## src/rtl/cordic_pkg.sv

```systemverilog
// Shared CORDIC constants: arctangent table, mode encodings and angle rescaling.
package cordic_pkg;

  localparam logic MODE_ROT = 1'b0;
  localparam logic MODE_VEC = 1'b1;

  // atan(2^-i) with 2^32 = one full turn
  localparam logic [31:0] CORDIC_ATAN_32 [0:23] = '{
    32'h20000000, 32'h12E4051E, 32'h09FB385B, 32'h051111D4,
    32'h028B0D43, 32'h0145D7E1, 32'h00A2F61E, 32'h00517C55,
    32'h0028BE53, 32'h00145F2F, 32'h000A2F98, 32'h000517CC,
    32'h00028BE6, 32'h000145F3, 32'h0000A2FA, 32'h0000517D,
    32'h000028BE, 32'h0000145F, 32'h00000A30, 32'h00000518,
    32'h0000028C, 32'h00000146, 32'h000000A3, 32'h00000051
  };

  function automatic logic [31:0] atan_scaled(input int i, input int aw);
    logic [32:0] sum;
    if (aw >= 32) return CORDIC_ATAN_32[i];
    sum = {1'b0, CORDIC_ATAN_32[i]} + (33'd1 << (31 - aw));
    return 32'(sum >> (32 - aw));
  endfunction

endpackage

```

## src/rtl/cordic_pipe_multi_stage.sv

```systemverilog
// One registered CORDIC micro-rotation; direction comes from Z (rotation) or Y (vectoring).
module cordic_stage
  import cordic_pkg::*;
#(
  parameter int SHIFT = 0,
  parameter int DW    = 16,
  parameter int AW    = 32
) (
  input  logic                 clock,
  input  logic                 reset,
  input  logic                 ce,
  input  logic                 in_valid,
  input  logic                 in_mode,
  input  logic signed [DW+1:0] in_x,
  input  logic signed [DW+1:0] in_y,
  input  logic        [AW-1:0] in_z,
  output logic                 out_valid,
  output logic                 out_mode,
  output logic signed [DW+1:0] out_x,
  output logic signed [DW+1:0] out_y,
  output logic        [AW-1:0] out_z
);

  localparam int XW = DW + 2;
  localparam logic [31:0]   ATAN_FULL = atan_scaled(SHIFT, AW);
  localparam logic [AW-1:0] ATAN      = ATAN_FULL[AW-1:0];

  logic signed [XW-1:0] x_sh, y_sh, x_next, y_next;
  logic        [AW-1:0] z_next;
  logic                 dir_pos;

  assign x_sh    = in_x >>> SHIFT;
  assign y_sh    = in_y >>> SHIFT;
  assign dir_pos = (in_mode == MODE_VEC) ? in_y[XW-1] : ~in_z[AW-1];

  always_comb begin
    if (dir_pos) begin
      x_next = in_x - y_sh;
      y_next = in_y + x_sh;
      z_next = in_z - ATAN;
    end else begin
      x_next = in_x + y_sh;
      y_next = in_y - x_sh;
      z_next = in_z + ATAN;
    end
  end

  always_ff @(posedge clock or posedge reset) begin
    if (reset) begin
      out_valid <= 1'b0;
      out_mode  <= 1'b0;
      out_x     <= '0;
      out_y     <= '0;
      out_z     <= '0;
    end else if (ce) begin
      out_valid <= in_valid;
      out_mode  <= in_mode;
      out_x     <= x_next;
      out_y     <= y_next;
      out_z     <= z_next;
    end
  end

endmodule

```

## src/rtl/cordic_pipe_multi.sv

```systemverilog
// Pipelined multi-mode CORDIC: registered quadrant fold followed by STG micro-rotation stages.
module cordic_pipe_multi
  import cordic_pkg::*;
#(
  parameter int DW  = 16,
  parameter int AW  = 32,
  parameter int STG = 12
) (
  input  logic                 clock,
  input  logic                 reset,
  input  logic                 ce,
  input  logic                 in_valid,
  input  logic                 in_mode,
  input  logic signed [DW-1:0] in_x,
  input  logic signed [DW-1:0] in_y,
  input  logic        [AW-1:0] in_z,
  output logic                 out_valid,
  output logic                 out_mode,
  output logic signed [DW+1:0] out_x,
  output logic signed [DW+1:0] out_y,
  output logic        [AW-1:0] out_z
);

  localparam int XW      = DW + 2;
  localparam int STG_MAX = (AW - 2 < 24) ? AW - 2 : 24;
  localparam logic [AW-1:0] QUARTER = {2'b01, {(AW-2){1'b0}}};

  generate
    if (STG < 4 || STG > STG_MAX) begin : g_bad_stg
      $error("cordic_pipe_multi: STG out of range");
    end
  endgenerate

  logic signed [XW-1:0] x_pipe [0:STG];
  logic signed [XW-1:0] y_pipe [0:STG];
  logic        [AW-1:0] z_pipe [0:STG];
  logic                 v_pipe [0:STG];
  logic                 m_pipe [0:STG];

  logic signed [XW-1:0] ix, iy, fx_next, fy_next;
  logic        [AW-1:0] fz_next;

  // Widen before negating so the most negative input negates exactly
  assign ix = {{2{in_x[DW-1]}}, in_x};
  assign iy = {{2{in_y[DW-1]}}, in_y};

  always_comb begin
    fx_next = ix;
    fy_next = iy;
    fz_next = in_z;
    if (in_mode == MODE_ROT) begin
      case (in_z[AW-1:AW-2])
        2'b01: begin fx_next = -iy; fy_next = ix;  fz_next = in_z - QUARTER; end
        2'b10: begin fx_next = iy;  fy_next = -ix; fz_next = in_z + QUARTER; end
        default: ;
      endcase
    end else if (ix[XW-1]) begin
      if (!iy[XW-1]) begin
        fx_next = iy;  fy_next = -ix; fz_next = in_z + QUARTER;
      end else begin
        fx_next = -iy; fy_next = ix;  fz_next = in_z - QUARTER;
      end
    end
  end

  always_ff @(posedge clock or posedge reset) begin
    if (reset) begin
      v_pipe[0] <= 1'b0;
      m_pipe[0] <= 1'b0;
      x_pipe[0] <= '0;
      y_pipe[0] <= '0;
      z_pipe[0] <= '0;
    end else if (ce) begin
      v_pipe[0] <= in_valid;
      m_pipe[0] <= in_mode;
      x_pipe[0] <= fx_next;
      y_pipe[0] <= fy_next;
      z_pipe[0] <= fz_next;
    end
  end

  generate
    for (genvar gi = 0; gi < STG; gi++) begin : g_stage
      cordic_stage #(.SHIFT(gi), .DW(DW), .AW(AW)) u_stage (
        .clock    (clock),
        .reset    (reset),
        .ce       (ce),
        .in_valid (v_pipe[gi]),
        .in_mode  (m_pipe[gi]),
        .in_x     (x_pipe[gi]),
        .in_y     (y_pipe[gi]),
        .in_z     (z_pipe[gi]),
        .out_valid(v_pipe[gi+1]),
        .out_mode (m_pipe[gi+1]),
        .out_x    (x_pipe[gi+1]),
        .out_y    (y_pipe[gi+1]),
        .out_z    (z_pipe[gi+1])
      );
    end
  endgenerate

  assign out_valid = v_pipe[STG];
  assign out_mode  = m_pipe[STG];
  assign out_x     = x_pipe[STG];
  assign out_y     = y_pipe[STG];
  assign out_z     = z_pipe[STG];

endmodule

```

## config.mk

```make
export PLATFORM = sky130hd
export DESIGN_NAME = cordic_pipe_multi
export DESIGN_NICKNAME = d
export VERILOG_FILES = /design/src/rtl/cordic_pkg.sv /design/src/rtl/cordic_pipe_multi_stage.sv /design/src/rtl/cordic_pipe_multi.sv
export SDC_FILE = /design/constraint.sdc
export NUM_CORES = 2
export LEC_CHECK = 0
export CAP_MARGIN = 20
export CORE_MARGIN = 2
export CORE_UTILIZATION = 47
export DETAILED_ROUTE_END_ITERATION = 8
export PLACE_DENSITY = 0.74
export SLEW_MARGIN = 30
export SYNTH_ARGS = -nofsm -noshare
export SYNTH_HDL_FRONTEND = slang
export SYNTH_HIERARCHICAL = 1
export SYNTH_SLANG_ARGS = --single-unit
```

## constraint.sdc

```tcl
create_clock -name clock -period 7.1 [get_ports clock]
set_input_delay 1.775 -clock clock [delete_from_list [all_inputs] [get_ports clock]]
set_output_delay 1.775 -clock clock [all_outputs]
set_load 0.01 [all_outputs]
```

==> reports/results.txt <==
via count -> 68,800
Final setup viols -> 0
Initial DRC Count -> 5,146
post-DR wirelength/cell -> 18.9 um
synthesized area -> 80,000 um^2
area of the multi-input gates -> 54,500 um^2
Critical Path AT -> 5.19 ns
Hold Buf Count CTS -> 0
vias in the first global route -> 66,400
initial core utilization -> 47.2%
Pins Over Slew Limit -> 0
RSZ-0062 raised after global routing -> false
Net count, final -> 9,843
Seq/Total Area, Yosys -> 28.4%
drt total wl -> 213 mm
Final Hold Fails -> 0
Routed Antenna Nets -> 0
synthesized area per cell -> 8.91 um^2
first-pass GRT wire length -> 347 mm
Post-CTS Resized -> 0
min Tclk post-route -> 4.59 ns
first-pass detailed-route iteration total -> 6
Cell variety after synth -> 139
Die X -> 417 um
Die Ht -> 417 um
max frequency -> 218 MHz
clock sink total -> 909
Tightest Hold Check Type -> flop to flop
final clock skew -> 0.0346 ns
ys flop type -> dfrtp_1
gpl congestion -> 0.933
synth cell count leaders -> dfrtp_1 (909), ha_1 (787), a21oi_1 (764)
port buffer count -> 138
count leader, synth -> dfrtp_1
# fillers -> 15,600
H-tree depth -> 3
Yosys reg bits -> 909
Async S/R FF share, synth -> 100%
Slew @ Worst Pin -> 1.12 ns
Clk Latency, worst-skew pair -> 0.76 ns
Rel. slew slack -> 24.5%
synth-to-layout area growth -> 8.76%
GR Overflow Total -> 0
Core ar. -> 169,000 um^2
initial antenna violation count -> 0
Worst setup SP type -> flop
HPWL Detailed -> 162 mm
CP Data Required Time -> 7.70 ns
leading post-synthesis cells by cell area -> dfrtp_1 (28%), ha_1 (12%), mux2_2 (7.7%), xnor2_1 (5.5%), a21oi_1 (4.8%)
clock slew at reported path FFs -> 0.06 ns
layout cells sized above 1 -> 11.2%
num ports -> 139
setup TNS -> 0 ns
Gate Count Post-Synth -> 8,975
largest net degree at the start of global routing -> 157
Max FO, Critical Path -> 35
gr usage total -> 23.9%
Reg area -> 22,700 um^2
Setup Buffers After CTS -> 0
WS Path Type -> flop to flop
element type at the critical path end -> flop
die area -> 173,000 um^2
top cell type's share of synthesized area -> 28.4%
row count -> 151
leading area contributor after synthesis -> dfrtp_1
syn_nets -> 9,868
fin crit share -> 64.6%
Max Root-Sink Buffers -> 3
DR vias/cell -> 6.11
CTS tree -> built
number of synthesized flops with an enable pin -> 0
DRC viols -> 0
clk root buf -> clkbuf_16
Max-Cap Viols -> 0
status -> finished clean
diode count -> 0
Ys Warns -> 6
total clock buffers created by CTS -> 103
[metrics by stage]
stage                     instances  util, %  hold slack [ns]  instance area, um^2  setup slack (ns)
after floorplan                8975        -            0.446                80000              2.26
after detailed placement      11100     49.2            0.473                83300              2.41
after global placement        11100     49.2            0.476                83300              2.41
after CTS                     11300     51.4            0.490                86900              2.54
final                         11300     51.4            0.486                87000              2.51
after global routing          11300     51.4            0.508                87000              2.04
[worst max-delay path: stages, from the launching register on]
cell	delay, ns
dfrtp_1	0.46
and2_1	0.22
or2_2	0.27
buf_4	0.27
inv_1	0.74
o41ai_1	0.23
xor2_1	0.20
ha_1	0.38
a2111oi_2	0.38
o21ai_1	0.18
a311o_1	0.35
a221oi_2	0.26
mux2i_1	0.10
a2111o_1	0.39
[cell type report]
cell class / count / area share (%)
multi-input cells: 7374 / 62.7
flip-flops and latches: 909 / 26.2
repair buffers: 196 / 2.20
well taps: 2218 / 3.19
clock inverters: 59 / 0.849
inverters: 366 / 1.58
clock buffers: 135 / 3.33
[final timing paths]
| kind | depth (start not counted) | startpoint | slack (ns) | end |
|---|---|---|---|---|
| min | 1 | g_stage[3].u_stage/out_z[7] | 0.49 | g_stage[3].u_stage/out_z[7] |
| min reg2reg | 1 | g_stage[3].u_stage/out_z[7] | 0.49 | g_stage[3].u_stage/out_z[7] |
| max in group asynchronous | 4 | reset | 4.32 | g_stage[5].u_stage/out_x[10] |
| max | 13 | g_stage[2].u_stage/out_y[17] | 2.51 | g_stage[3].u_stage/out_x[16] |
| min in group asynchronous | 3 | reset | 1.47 | g_stage[4].u_stage/out_valid |
| max reg2reg | 13 | g_stage[2].u_stage/out_y[17] | 2.51 | g_stage[3].u_stage/out_x[16] |
[per-layer routing]
metal,global-route usage [%],part of all wire (%),up-vias
met5,0,0,-
met4,6.07,2.5,0
met3,2.67,5.0,320
met2,40.4,47,1889
met1,32.4,45,33400
li1,-,-,33200
[flip-flops by register name (all words and copies together) (netlist names), 12 cells and up]
name / count
g_stage.u_stage/out_mode: 12
g_stage.u_stage/out_valid: 12
g_stage.u_stage/out_x: 215
g_stage.u_stage/out_y: 216
g_stage.u_stage/out_z: 384
x_pipe: 18
y_pipe: 18
z_pipe: 32
[placed cells by master (no fill, tap or decap), drive strengths merged, types with 49 or more instances in the layout]
cell             n
a211oi         150
a21o           284
a21oi          774
a31oi          101
and3            68
buf             59
clkbuf         135
clkdlybuf4s50  137
dfrtp          909
ha             787
inv            367
mux2           551
mux2i           49
nand2          674
nand2b         101
nand3          164
nand4           74
nor2           683
nor2b          100
nor3           234
nor4            51
o211ai          78
o21a           123
o21ai          487
o21bai          71
o311ai          53
o31ai          124
or3             86
xnor2          506
xor2           247
[cells by family (layout without fill, tap and decap cells)]
logic type / after synthesis / in the layout / share of synthesized area, %
AOI/OAI and AO/OA: 2717 / 2717 / 23.1
and+or+nand+nor: 2480 / 2480 / 15.2
DFF: 909 / 909 / 28.4
adders and majority gates: 824 / 824 / 13.2
xor gates and xnor gates: 753 / 753 / 8.26
buffers and inverters: 692 / 756 / 3.40
muxes: 600 / 600 / 8.39
Power is left out: the tool's default activity adds up to more than one toggle a clock period on the data nets, which glitch-free logic cannot reach.
